[src/rtl/piece_sequencer.sv]
// ============================================================================
//  Module      : piece_sequencer
//  Description : Falling-tetromino controller. Owns the active piece
//                (x, y, type, dir), serialises gravity and button requests
//                into one trial move at a time, runs each trial past the
//                board collision checker, commits or discards the result,
//                hands failed drops to the board for locking, spawns new
//                pieces from an 8-bit LFSR and detects game over.
//  Options     : define HARD_DROP_EN to enable the space-bar hard drop.
//  Revision    : 1.0 - initial release
// ============================================================================
`default_nettype none

module piece_sequencer #(
  parameter int         SPAWN_X   = 4,
  parameter int         SPAWN_Y   = 0,
  parameter int         X_MAX     = 9,
  parameter int         Y_MAX     = 19,
  parameter logic [7:0] LFSR_SEED = 8'h5A
) (
  input  logic       clk,
  input  logic       rstn,
  input  logic       enter,
  input  logic       tick,
  input  logic       up,
  input  logic       down,
  input  logic       left,
  input  logic       right,
  input  logic       space,
  output logic       chk_req,
  output logic [4:0] chk_x,
  output logic [4:0] chk_y,
  output logic [2:0] chk_type,
  output logic [1:0] chk_dir,
  input  logic       chk_valid,
  input  logic       chk_ok,
  output logic       lock_req,
  input  logic       lock_ack,
  output logic [4:0] x,
  output logic [4:0] y,
  // "type" is a reserved word, so the committed piece type is piece_type.
  output logic [2:0] piece_type,
  output logic [1:0] dir,
  output logic       game_over
);

  localparam logic [4:0] X_LAST  = 5'(X_MAX);
  localparam logic [4:0] Y_LAST  = 5'(Y_MAX);
  localparam logic [4:0] X_SPAWN = 5'(SPAWN_X);
  localparam logic [4:0] Y_SPAWN = 5'(SPAWN_Y);

  typedef enum logic [2:0] {
    S_IDLE     = 3'd0,
    S_SPAWN    = 3'd1,
    S_READY    = 3'd2,
    S_WAIT_CHK = 3'd3,
    S_LOCK     = 3'd4,
    S_OVER     = 3'd5
  } state_t;

  // Kind of trial currently in flight; decides how the checker result is used.
  typedef enum logic [2:0] {
    OP_SPAWN = 3'd0,
    OP_DROP  = 3'd1,
    OP_ROT   = 3'd2,
    OP_LEFT  = 3'd3,
    OP_RIGHT = 3'd4,
    OP_HARD  = 3'd5
  } op_t;

  state_t     state, state_n;
  op_t        op, op_n;
  logic [7:0] lfsr;
  logic [2:0] spawn_type;
  logic [4:0] x_n, y_n, tx, tx_n, ty, ty_n;
  logic [1:0] dir_n, tdir, tdir_n;
  logic [2:0] type_n;
  logic       p_drop, p_rot, p_left, p_right;
  logic       clr_drop, clr_rot, clr_left, clr_right, clr_hard;
  logic       hard_pend;
  logic       set_en;

  // lfsr value 7 is not a tetromino; fold it onto type 0
  assign spawn_type = (lfsr[2:0] == 3'd7) ? 3'd0 : lfsr[2:0];

  // Requests are only latched while a game is in progress.
  assign set_en = (state != S_IDLE) && (state != S_OVER);

  assign chk_req   = (state == S_WAIT_CHK);
  assign lock_req  = (state == S_LOCK);
  assign game_over = (state == S_OVER);
  assign chk_x     = tx;
  assign chk_y     = ty;
  assign chk_dir   = tdir;
  assign chk_type  = piece_type;

`ifdef HARD_DROP_EN
  logic p_hard;

  // Hard-drop request bit, outranking every other request.
  always_ff @(posedge clk) begin
    if (!rstn)                  p_hard <= 1'b0;
    else if (state_n == S_SPAWN) p_hard <= 1'b0;
    else                        p_hard <= (p_hard & ~clr_hard) | (set_en & space);
  end

  assign hard_pend = p_hard;
`else
  logic unused_space;

  assign unused_space = space | clr_hard;
  assign hard_pend    = 1'b0;
`endif

  // State register plus piece, trial, pending and LFSR registers.
  always_ff @(posedge clk) begin
    if (!rstn) begin
      state      <= S_IDLE;
      op         <= OP_SPAWN;
      lfsr       <= LFSR_SEED;
      x          <= 5'd0;
      y          <= 5'd0;
      dir        <= 2'd0;
      piece_type <= 3'd0;
      tx         <= 5'd0;
      ty         <= 5'd0;
      tdir       <= 2'd0;
      p_drop     <= 1'b0;
      p_rot      <= 1'b0;
      p_left     <= 1'b0;
      p_right    <= 1'b0;
    end else begin
      state      <= state_n;
      op         <= op_n;
      lfsr       <= {lfsr[6:0], lfsr[7] ^ lfsr[5] ^ lfsr[4] ^ lfsr[3]};
      x          <= x_n;
      y          <= y_n;
      dir        <= dir_n;
      piece_type <= type_n;
      tx         <= tx_n;
      ty         <= ty_n;
      tdir       <= tdir_n;
      // A pulse in the same cycle its bit is served re-arms the bit.
      if (state_n == S_SPAWN) begin
        p_drop  <= 1'b0;
        p_rot   <= 1'b0;
        p_left  <= 1'b0;
        p_right <= 1'b0;
      end else begin
        p_drop  <= (p_drop  & ~clr_drop)  | (set_en & (tick | down));
        p_rot   <= (p_rot   & ~clr_rot)   | (set_en & up);
        p_left  <= (p_left  & ~clr_left)  | (set_en & left);
        p_right <= (p_right & ~clr_right) | (set_en & right);
      end
    end
  end

  // Next-state logic: request arbitration, trial construction, result handling.
  always_comb begin
    state_n   = state;
    op_n      = op;
    x_n       = x;
    y_n       = y;
    dir_n     = dir;
    type_n    = piece_type;
    tx_n      = tx;
    ty_n      = ty;
    tdir_n    = tdir;
    clr_drop  = 1'b0;
    clr_rot   = 1'b0;
    clr_left  = 1'b0;
    clr_right = 1'b0;
    clr_hard  = 1'b0;
    case (state)
      S_IDLE: begin
        if (enter) state_n = S_SPAWN;
      end
      S_SPAWN: begin
        x_n     = X_SPAWN;
        y_n     = Y_SPAWN;
        dir_n   = 2'd0;
        type_n  = spawn_type;
        tx_n    = X_SPAWN;
        ty_n    = Y_SPAWN;
        tdir_n  = 2'd0;
        op_n    = OP_SPAWN;
        state_n = S_WAIT_CHK;
      end
      S_READY: begin
        tx_n   = x;
        ty_n   = y;
        tdir_n = dir;
        if (hard_pend) begin
          clr_hard = 1'b1;
          if (y == Y_LAST) begin
            state_n = S_LOCK;
          end else begin
            ty_n    = y + 5'd1;
            op_n    = OP_HARD;
            state_n = S_WAIT_CHK;
          end
        end else if (p_drop) begin
          clr_drop = 1'b1;
          if (y == Y_LAST) begin
            state_n = S_LOCK;
          end else begin
            ty_n    = y + 5'd1;
            op_n    = OP_DROP;
            state_n = S_WAIT_CHK;
          end
        end else if (p_rot) begin
          clr_rot = 1'b1;
          tdir_n  = dir + 2'd1;
          op_n    = OP_ROT;
          state_n = S_WAIT_CHK;
        end else if (p_left) begin
          clr_left = 1'b1;
          if (x != 5'd0) begin
            tx_n    = x - 5'd1;
            op_n    = OP_LEFT;
            state_n = S_WAIT_CHK;
          end
        end else if (p_right) begin
          clr_right = 1'b1;
          if (x != X_LAST) begin
            tx_n    = x + 5'd1;
            op_n    = OP_RIGHT;
            state_n = S_WAIT_CHK;
          end
        end
      end
      S_WAIT_CHK: begin
        if (chk_valid) begin
          if (op == OP_SPAWN) begin
            state_n = chk_ok ? S_READY : S_OVER;
          end else if (chk_ok) begin
            x_n   = tx;
            y_n   = ty;
            dir_n = tdir;
            if (op != OP_HARD) begin
              state_n = S_READY;
            end else if (ty == Y_LAST) begin
              state_n = S_LOCK;
            end else begin
              // keep falling: next trial goes straight back to the checker
              ty_n = ty + 5'd1;
            end
          end else if ((op == OP_DROP) || (op == OP_HARD)) begin
            state_n = S_LOCK;
          end else begin
            state_n = S_READY;
          end
        end
      end
      S_LOCK: begin
        if (lock_ack) state_n = S_SPAWN;
      end
      S_OVER: begin
        if (enter) state_n = S_SPAWN;
      end
      default: begin
        state_n = S_IDLE;
      end
    endcase
  end

endmodule

`default_nettype wire

[config.mk]
export PLATFORM = sky130hd
export DESIGN_NAME = piece_sequencer
export DESIGN_NICKNAME = d
export VERILOG_FILES = /design/src/rtl/piece_sequencer.sv
export SDC_FILE = /design/constraint.sdc
export NUM_CORES = 1
export LEC_CHECK = 0
export CAP_MARGIN = 10
export CORE_UTILIZATION = 55
export CTS_BUF_LIST = sky130_fd_sc_hd__clkbuf_8
export CTS_CLUSTER_SIZE = 10
export DETAILED_ROUTE_END_ITERATION = 8
export GPL_TIMING_DRIVEN = 0
export HOLD_SLACK_MARGIN = 0.05
export PLACE_DENSITY_LB_ADDON = 0.12
export SETUP_SLACK_MARGIN = 0.5
export SLEW_MARGIN = 0
export SYNTH_ARGS = -nofsm -noshare
export SYNTH_HDL_FRONTEND = slang
export SYNTH_SLANG_ARGS = --single-unit
[constraint.sdc]
create_clock -name clk -period 2.5 [get_ports clk]
set_clock_uncertainty 0.1 [all_clocks]
set_input_delay 0.375 -clock clk [delete_from_list [all_inputs] [get_ports clk]]
set_output_delay 0.375 -clock clk [all_outputs]
set_load 0.005 [all_outputs]
== Yosys cells after proc, flatten, opt, wreduce, memory -nomap -nowiden ==
Cells that the tools add are included.

* Bitwise logic cells: 21
* Equality and inequality tests: 23
* $add $sub $neg: 5
* Mux-type cells: 70
* Reduce and logical (&&, ||, !) cells: 14

{| class="wikitable"
|+ Operator list
! operator !! number
|-
| 5-bit 2-to-1 mux || 19
|-
| 3-bit 2-to-1 mux || 24
|-
| 5-bit case mux with 2 select lines || 3
|-
| 5-bit by 1-bit adder with 5-bit output (second input constant) || 3
|-
| 5-bit inequality test (second input constant) || 3
|-
| 3-bit case mux with 5 select lines || 1
|-
| 5-bit case mux with 3 select lines || 1
|-
| 1-bit 2-to-1 mux || 14
|-
| 3-bit == test (second input constant) || 4
|-
| 5-bit == test (second input constant) || 2
|-
| 2-bit 2-to-1 mux || 5
|-
| 3-bit by 1-bit == test with 1-bit output (second input constant) || 3
|-
| 3-bit inequality test (second input constant) || 3
|-
| 1-bit AND || 8
|-
| 2-bit case mux with 2 select lines || 2
|-
| 3-bit by 2-bit == test with 1-bit output (second input constant) || 2
|-
| 3-bit logical NOT || 2
|-
| 2-bit inequality test (second input constant) || 3
|-
| 3-bit case mux with 2 select lines || 1
|-
| 6-bit AND reduction || 1
|-
| 3-bit nonzero test || 2
|-
| 5-bit by 4-bit inequality test with 1-bit output (second input constant) || 1
|-
| 1-bit NOT || 5
|-
| 1-bit OR || 5
|-
| other kinds (11) || 16
|}

* Bits in registers: 45
* Bits of input ports: 12
* Word-level logic and storage cells: 147
* Output and inout bits: 33

== Logic depth before layout (Yosys ltp) ==
Gate-level depths: netlist (run 1).

* Depth after elaboration: 9
* Gate-level depth with buffers: 6
* Gate-level depth less buffers: 6

== Worst setup path after synthesis (run 1) ==
No wires, ideal clock.

* Path kind: register -> register
* From: register x[0]
* To: register state[0]
* Arrival time: 1.791 ns
* Required time: 2.285 ns
* Stages on the path, launching flop included: 6
* Library setup time: 0.115 ns
* Path slack: 0.494 ns
* Period minus slack after synthesis: 2.006 ns
* Cells stage by stage: dfxtp_1 > ha_1 > or4bb_4 > a221oi_2 > o2111ai_1 > and3_1

* Cells in the longest elaborated chain, start to end: 7

{| class="wikitable"
|+ Ends and longest elaborated chain
! item !! RTL line !! text
|-
| start, declared || 39 || <nowiki>output logic [4:0] x,</nowiki>
|-
| start signal, assigned || 136 || <nowiki>x <= x_n;</nowiki>
|-
| 5-bit by 4-bit inequality test with 1-bit output || 225 || <nowiki>if (x != X_LAST) begin</nowiki>
|-
| 3-bit 2-to-1 mux || 225 ||
|-
| 3-bit 2-to-1 mux || 223 || <nowiki>end else if (p_right) begin</nowiki>
|-
| 3-bit 2-to-1 mux (*) || 216 || <nowiki>end else if (p_left) begin</nowiki>
|-
| 3-bit 2-to-1 mux (*) || 211 || <nowiki>end else if (p_rot) begin</nowiki>
|-
| 3-bit 2-to-1 mux (*) || 202 || <nowiki>end else if (p_drop) begin</nowiki>
|-
| 3-bit case mux with 5 select lines (*) || 174 || <nowiki>case (state)</nowiki>
|-
| end signal, assigned || 133 || <nowiki>state <= state_n;</nowiki>
|-
| end, declared || 71 || <nowiki>state_t state, state_n;</nowiki>
|}

Every way passes the cells marked *; elsewhere a longest branch is shown, timed or not.
A chain may end at the register's enable or synchronous reset.

== Worst setup path after layout (run 1) ==
Same ends and word-level chain as after synthesis.

==> results of run 1 <==
## through the flow
stage	hold WS (ns)	power [mW]	instances
after floorplan	0.312	1.10	314
after global placement	0.318	1.25	408
after detailed placement	0.331	1.26	408
after CTS	0.352	1.75	420
after global routing	0.368	1.87	431
final	0.344	1.79	431
## logic make-up after synthesis
logic type      Yosys count  share of synthesized area, %
buf+inv                  34                          6.04
flops                    45                          34.3
compound gates           91                          24.4
fa+ha+maj                 6                          2.86
mux                       5                          1.95
simple gates            126                          28.1
xor+xnor                  7                          2.33
## power by group through the flow
stage / clock (mW) / sequential (mW) / combinational, mW
finish: 0.477 / 0.806 / 0.504
global route: 0.515 / 0.812 / 0.540
detailed placement: 0 / 0.820 / 0.440
CTS: 0.481 / 0.804 / 0.464
floorplan: 0 / 0.809 / 0.293
global placement: 0 / 0.820 / 0.431
## how the worst min path moves through the flow
| stage | to | startpoint | cells after the start |
|---|---|---|---|
| detailed placement | lfsr[7]$_SDFF_PN0_ | lfsr[6]$_SDFF_PN1_ | 1 |
| global route | lfsr[7]$_SDFF_PN0_ | lfsr[6]$_SDFF_PN1_ | 1 |
| floorplan | lfsr[7]$_SDFF_PN0_ | lfsr[6]$_SDFF_PN1_ | 1 |
| finish | lfsr[7]$_SDFF_PN0_ | lfsr[6]$_SDFF_PN1_ | 1 |
| CTS | lfsr[7]$_SDFF_PN0_ | lfsr[6]$_SDFF_PN1_ | 1 |
| global placement | lfsr[7]$_SDFF_PN0_ | lfsr[6]$_SDFF_PN1_ | 1 |
## flip-flops by register name, indices dropped and copies added (netlist names)
register and flops:
lfsr 8, chk_x 5, chk_y 5, x 5
y 5, chk_type 3, op 3, state 3
chk_dir 2, dir 2, p_drop 1, p_left 1
p_right 1, p_rot 1
## layout make-up
| type | count | area (um2) | share of cell area [%] |
|---|---|---|---|
| multi-input cells | 235 | 1670 | 48.0 |
| clock inverters | 3 | 25.0 | 0.717 |
| plain buffers | 23 | 146 | 4.20 |
| flip-flops and latches | 45 | 921 | 26.4 |
| inverters | 11 | 51.3 | 1.47 |
| clock buffers | 5 | 68.8 | 1.97 |
| well taps | 52 | 65.1 | 1.87 |
| repair buffers | 57 | 537 | 15.4 |
## what timing repair did
action                     4_1_cts  5_1_grt
pin swaps                        3        5
setup buffers                    4       11
resized for setup               24       24
setup endpoints to repair       12       28
## layer usage
layer / vias up / routed length [um] / GRT usage, % / part of all wire (%)
li1: 1301 / - / - / -
met1: 1333 / 3390 / 41.5 / 43
met2: 154 / 3660 / 49.6 / 47
met3: 20 / 653 / 6.13 / 8.3
met4: 0 / 138 / 13.3 / 1.8
met5: - / 0 / 0 / 0
## cell usage in the layout (no fill, tap or decap), drive strengths merged, types with 5 or more instances in the layout
cell           count
o31ai              5
clkbuf            13
a21oi             29
nand2b            13
o21ai              6
nand2             28
dfxtp             45
nand3             20
a31oi              5
nand4              5
nor2              15
ha                 6
inv               11
and2               7
nor3b              5
clkdlybuf4s50     39
buf               30
xnor2              6
nand3b             5
==> results_dict.tcl, run 1 <==
set metrics [dict create \
    rrSetupSlack_ns 0.54 \
    setup_tns_ns 0 \
    cts_sinks 45 \
    viasPerCell 6.52 \
    yosysTopAreaCell "dfxtp_1" \
    numCtsBuffers 5 \
    io_pins 45 \
    pwr-share-comb_pct 28.2 \
    grt_pass1_wl_um 12300 \
    cp.arrival_ns 2.06 \
    cts-htree-levels 2 \
    synth_nets 332 \
    reg2reg_from "x[0]$_SDFFE_PN0P_" \
    synth_edf_count 0 \
    async_flop_share_pct 0 \
    ys_seq_elements 45 \
    rsz0062_at_grt "true" \
    die_h_um 71.1 \
    cp.required_ns 2.60 \
    maxCapViolCount 0 \
    cp_max_fo 6 \
    power.density_nw_per_um2 512 \
    dr.pass1.iters 8 \
    groute.usage.overall_pct 31.2 \
    netlist.area_leader.share_pct 34.3 \
    antenna_found_initial 0 \
    criticalPathCategory "register to register" \
    synth_area_per_cell_um2 8.37 \
    via_count 2808 \
    cts_buffer_depth 2 \
    synth_area_leaders "dfxtp_1 34%, a21oi_1 5.3%, nand2_1 4.0%, nand3_1 3.8%, nand2b_1 3.1%" \
    cp-endpoint "state[0]$_SDFF_PN0_" \
    worst_pin_slew_ns 0.648 \
    rows 24 \
    path_delay_family "simple AND/OR/NAND/NOR gates" \
    ys.flop_type "dfxtp_1" \
    fillers 316 \
    pre_cts_slack_ns 0.165 \
    dpl.hpwl_um 5250 \
    relSlewSlack_pct 56.8 \
    finish.utilization_pct 78.0 \
    synth_area_um2 2630 \
    cp_num_cells 6 \
    nNetsFinal 396 \
    power_frac_seq_pct 45.1 \
    switchingPower_uw 610 \
    placed_area_um2 3120 \
    critical_path_buf_inv_count 1 \
    max_freq_mhz 510 \
    path_cells "inv_4 -> ha_4 -> or4b_4 -> a221oi_4 -> o2111ai_1 -> and3_1" \
    timing.rr.end "state[0]$_SDFF_PN0_" \
    root_buffer "clkbuf_8" \
    clock_latency_ns 0.30 \
    grt_max_degree 17 \
    postRouteAntennaNets 0 \
    setup_viol 0 \
    power.internal_mw 1.18 \
    worst-r2r-cell-count 6 \
    cpMaxStageDelayCell "or4b_4" \
    critPathCaptureType "register" \
    grt_overflow_total 0 \
    synth_cell_types 69 \
    ys_seq_area_share_pct 34.3 \
    violations "design-rule violations" \
    status "finished with violations" \
    period_needed_ns 1.96 \
    yosys-top-cells-count "45 x dfxtp_1, 28 x a21oi_1, 28 x nand2_1" \
    min_path_type "register to register" \
    die-area_um2 5060 \
    report.final.slew_viol_count 0 \
    crit_start "x[0]$_SDFFE_PN0P_" \
    power_frac_clock_pct 26.7 \
    design.core.area_um2 4470 \
    clkTransAtPathRegs_ns 0.09 \
    start_util_pct 58.8 \
    hold_violations 0 \
    setup_ws_ns 0.541 \
    ys_warn_count 0 \
    vdd_drop_max_mv 0.401 \
    drc 4 \
    gp_congestion 0.905 \
    drtIter0Drc 220 \
    p_leak_nw 1.28 \
    start_kind "register" \
    grt_pass1_vias 2582 \
    wl_per_cell_um 18.2 \
    cts_tree "built" \
    p_sw_share_pct 34.1 \
    numPortBuffers 42 \
    fp.dieW_um 71.1 \
    diodes 0 \
    timing.final.crit_share_pct 78.4 \
    drive_gt1_share_pct 18.7 \
    areaGrowthSynthToFinish_pct 32.7 \
    synth_most_common_cell "dfxtp_1" \
    synth_cells 314 \
    routed_wl_um 7840 \
    slowest_delay_ns 0.50 \
    holdBufCountCts 0 \
    final_area_um2 3490 \
]
Power figures use the tool's default switching activity.
==> run 2, diff against run 1 <==
Settings changed: CORE_UTILIZATION 55 to 50.
Clock period 2.5 ns to 1.7 ns, I/O delays scaled along.
==> run 2 against run 1 <==
Effect of this change:
- the flow now stops in global routing
- synthesized cell count is the same
- synthesized area is the same
==> results_dict.tcl, run 2 <==
set metrics [dict create \
    status "aborted with a tool error" \
    haltStage "global routing" \
    tool.error "[ERROR GRT-0232] Routing congestion too high. Check the congestion heatmap in the GUI." \
    root_buffer "clkbuf_8" \
    dp.cells 426 \
    holdBufCountCts 0 \
    synth_cells 314 \
    cts-htree-levels 2 \
    synth_edf_count 0 \
    synth_area_leaders "dfxtp_1 34%, a21oi_1 5.3%, nand2_1 4.0%, nand3_1 3.8%, nand2b_1 3.1%" \
    worstEndpointGrtRepair "op[0]$_SDFFE_PN0P_/D" \
    ys_seq_elements 45 \
    synth_area_per_cell_um2 8.37 \
    synth_fa_ha_area_share_pct 2.86 \
    synth_most_common_cell "dfxtp_1" \
    start_util_pct 51.8 \
    gp_congestion 0.837 \
    die_h_um 74.5 \
    cts_sinks 45 \
    synth_cell_types 69 \
    numCtsBuffers 5 \
    async_flop_share_pct 0 \
    grt_max_degree 14 \
    synthMuxAreaShare_pct 1.95 \
    synthXorXnorAreaFrac_pct 2.33 \
    numPortBuffers 42 \
    io_pins 45 \
    synth-compound-area-share_pct 24.4 \
    pre_cts_slack_ns -0.569 \
    synth_top_family_by_area "simple AND/OR/NAND/NOR gates" \
    ys_seq_area_share_pct 34.3 \
    dpl.hpwl_um 5420 \
    synth_nets 332 \
    cts_buffer_depth 2 \
    antenna_found_initial 2 \
    fp.dieW_um 74.5 \
    groute.usage.overall_pct 64.1 \
    worstEndpointType "register input" \
    grt_overflow_total 1 \
    synth-simple-area-share_pct 28.1 \
    netlist.area_leader.share_pct 34.3 \
    rows 26 \
    ys.flop_type "dfxtp_1" \
    yosysTopAreaCell "dfxtp_1" \
    ys_warn_count 0 \
    yosys-top-cells-count "45 x dfxtp_1, 28 x a21oi_1, 28 x nand2_1" \
    synth_area_um2 2630 \
]
run 2: cell counts after synthesis:
Identical to the previous run, type by type.
run 2: what timing repair did:
| item | CTS |
|---|---|
| setup endpoints to repair | 70 |
| gates resized for setup | 226 |
| buffers inserted | 66 |
| cloned | 2 |
| endpoints found under the hold margin | 0 |
| pin swaps | 45 |
run 2: metrics by stage:
stage / instance area [um2] / util, %
floorplan: 2880 / -
global placement: 3390 / 66.7
detailed placement: 3390 / 66.7
CTS: 4460 / 87.9
run 2: layer usage:
metal,GRT usage [%],overflow
met2,85.6,0
met3,39.6,0
met4,62.1,1
met5,11.1,0
met1,66.7,0
run 2: cell families after synthesis:
| logic type | after synthesis |
|---|---|
| buffers and inverters | 34 |
| adders and majority gates | 6 |
| AOI/OAI and AO/OA | 91 |
| xor gates and xnor gates | 7 |
| DFF | 45 |
| muxes | 5 |
| and+or+nand+nor | 126 |
==> run 3, diff against run 2 <==
Settings changed: CORE_UTILIZATION 50 to 40, CTS_BUF_LIST sky130_fd_sc_hd__clkbuf_8 to unset, CTS_CLUSTER_SIZE 10 to unset, HOLD_SLACK_MARGIN 0.05 to unset, PLACE_DENSITY_LB_ADDON 0.12 to 0.15, SETUP_SLACK_MARGIN 0.5 to unset.
Clock period 1.7 ns to 2.2 ns, I/O delays scaled along.
==> run 3 against run 2 <==
Effect of this change:
- the flow now finishes without violations
==> results_dict.tcl, run 3 (synthesized netlist as in run 1, its figures left out) <==
set metrics [dict create \
    cp_num_cells 3 \
    rows 29 \
    finish.utilization_pct 52.2 \
    hold_depth 2 \
    vdd_drop_max_mv 0.291 \
    grt_max_degree 18 \
    stdcell_count 445 \
    rsz0062_at_grt "false" \
    layout_commonest_cell "clkdlybuf4s50_1" \
    met1_length_um 3600 \
    holdWs_ns 0.334 \
    worst_pin_slew_ns 0.636 \
    regMostFlops "lfsr" \
    cts_tree "built" \
    holdBufCountCts 0 \
    route.met3.wl_um 528 \
    highest_layer "met4" \
    min_path_type "primary input to register" \
    max_freq_mhz 478 \
    cpMaxStageDelayCell "clkdlybuf4s50_1" \
    power.density_nw_per_um2 597 \
    timing.rr.end "state[0]$_SDFF_PN0_" \
    groute.usage.overall_pct 22.6 \
    drive_gt1_share_pct 12.8 \
    gp_congestion 0.847 \
    grt_pass1_wl_um 12500 \
    path_cells "nand3b_2 -> clkinv_4 -> clkdlybuf4s50_1" \
    antenna_found_initial 0 \
    root_buffer "clkbuf_8" \
    critPathCaptureType "primary output" \
    critical_path_buf_inv_count 2 \
    dpl.hpwl_um 5340 \
    cts_sinks 45 \
    numPortBuffers 42 \
    p_leak_nw 1.18 \
    relSlewSlack_pct 57.6 \
    slowest_delay_ns 0.51 \
    dr.pass1.iters 4 \
    power_mw 1.98 \
    path_delay_family "buffers and inverters" \
    wl_per_cell_um 17.1 \
    postRouteAntennaNets 0 \
    mostFrequentLayoutCells "41 x clkdlybuf4s50_1, 40 x dfxtp_1, 28 x nand2_1, 28 x a21oi_1, 20 x nand3_1" \
    min_to "lfsr[6]$_SDFF_PN1_" \
    via_count 2653 \
    fp.dieW_um 83.1 \
    die-area_um2 6900 \
    die_h_um 83.1 \
    cts_buffer_depth 2 \
    dr_wl_met2_um 3410 \
    rrSetupSlack_ns 0.12 \
    routed_wl_um 7610 \
    period_needed_ns 2.09 \
    diodes 0 \
    report.final.slew_viol_count 0 \
    largest_reg_flops 8 \
    viasPerCell 5.96 \
    numCtsBuffers 5 \
    timing.final.crit_share_pct 95.0 \
    worstHoldStart "rstn" \
    cp_max_fo 12 \
    dp.cells 433 \
    grt_pass1_vias 2451 \
    io_pins 45 \
    status "complete, no violations" \
    criticalPathCategory "register to primary output" \
    setup_viol 0 \
    start_util_pct 41.4 \
    design.core.area_um2 6350 \
    cts-htree-levels 2 \
    worst-r2r-cell-count 5 \
    drc 0 \
    maxCapViolCount 0 \
    clkTransAtPathRegs_ns 0.08 \
    areaGrowthSynthToFinish_pct 26.0 \
    clock_latency_ns 0.31 \
    nNetsFinal 386 \
    hold_violations 0 \
    reg2reg_from "x[0]$_SDFFE_PN0P_" \
    drtIter0Drc 158 \
    cp.required_ns 1.77 \
    cp.arrival_ns 1.66 \
    setup_tns_ns 0 \
    grt_overflow_total 0 \
    start_kind "register" \
]
==> run 3: per-stage QoR <==
stage                     area [um2]  setup slack [ns]
after global routing            3310           0.00275
after detailed placement        3150           -0.0992
after floorplan                 2630             0.194
after CTS                       3260            0.0129
after global placement          3150            -0.103
final                           3310             0.109
==> run 3: final cells by class <==
type	instances	area (um2)
repair buffers	48	468
well taps	77	96.3
fillers	611	3040
plain buffers	22	121
inverters	11	46.3
flip-flops and latches	45	907
multi-input cells	235	1590
clock buffers	7	86.3
==> run 3: worst max-delay path by stage <==
stage	start	endpoint	slack (ns)
2_1_floorplan	x[0]$_SDFFE_PN0P_	state[0]$_SDFF_PN0_	0.19
3_3_place_gp	state[2]$_SDFF_PN0_	chk_req	-0.10
3_5_place_dp	state[2]$_SDFF_PN0_	chk_req	-0.1
4_1_cts	state[2]$_SDFF_PN0_	chk_req	0.01
5_1_grt	x[0]$_SDFFE_PN0P_	state[0]$_SDFF_PN0_	0.003
6_report	state[2]$_SDFF_PN0_	chk_req	0.11
==> run 3: repair_timing <==
item | 4_1_cts | 5_1_grt
setup buffers | 1 | 5
endpoints found under the setup margin | 4 | 5
pin swaps | 1 | 1
gates resized for setup | 8 | 9
==> run 3: where the power goes <==
part | internal [mW] | switching, mW | leakage [nW] | total, mW
combinational | 0.227 | 0.304 | 0.762 | 0.532
clock | 0.250 | 0.281 | 0.0443 | 0.530
sequential | 0.864 | 0.0521 | 0.369 | 0.916
==> run 3: routing by layer <==
layer  global-route usage [%]  vias to the layer above
met4                     7.52                        0
met2                     34.6                       85
li1                         -                     1272
met5                        0                        -
met1                     31.7                     1289
met3                     4.57                        7
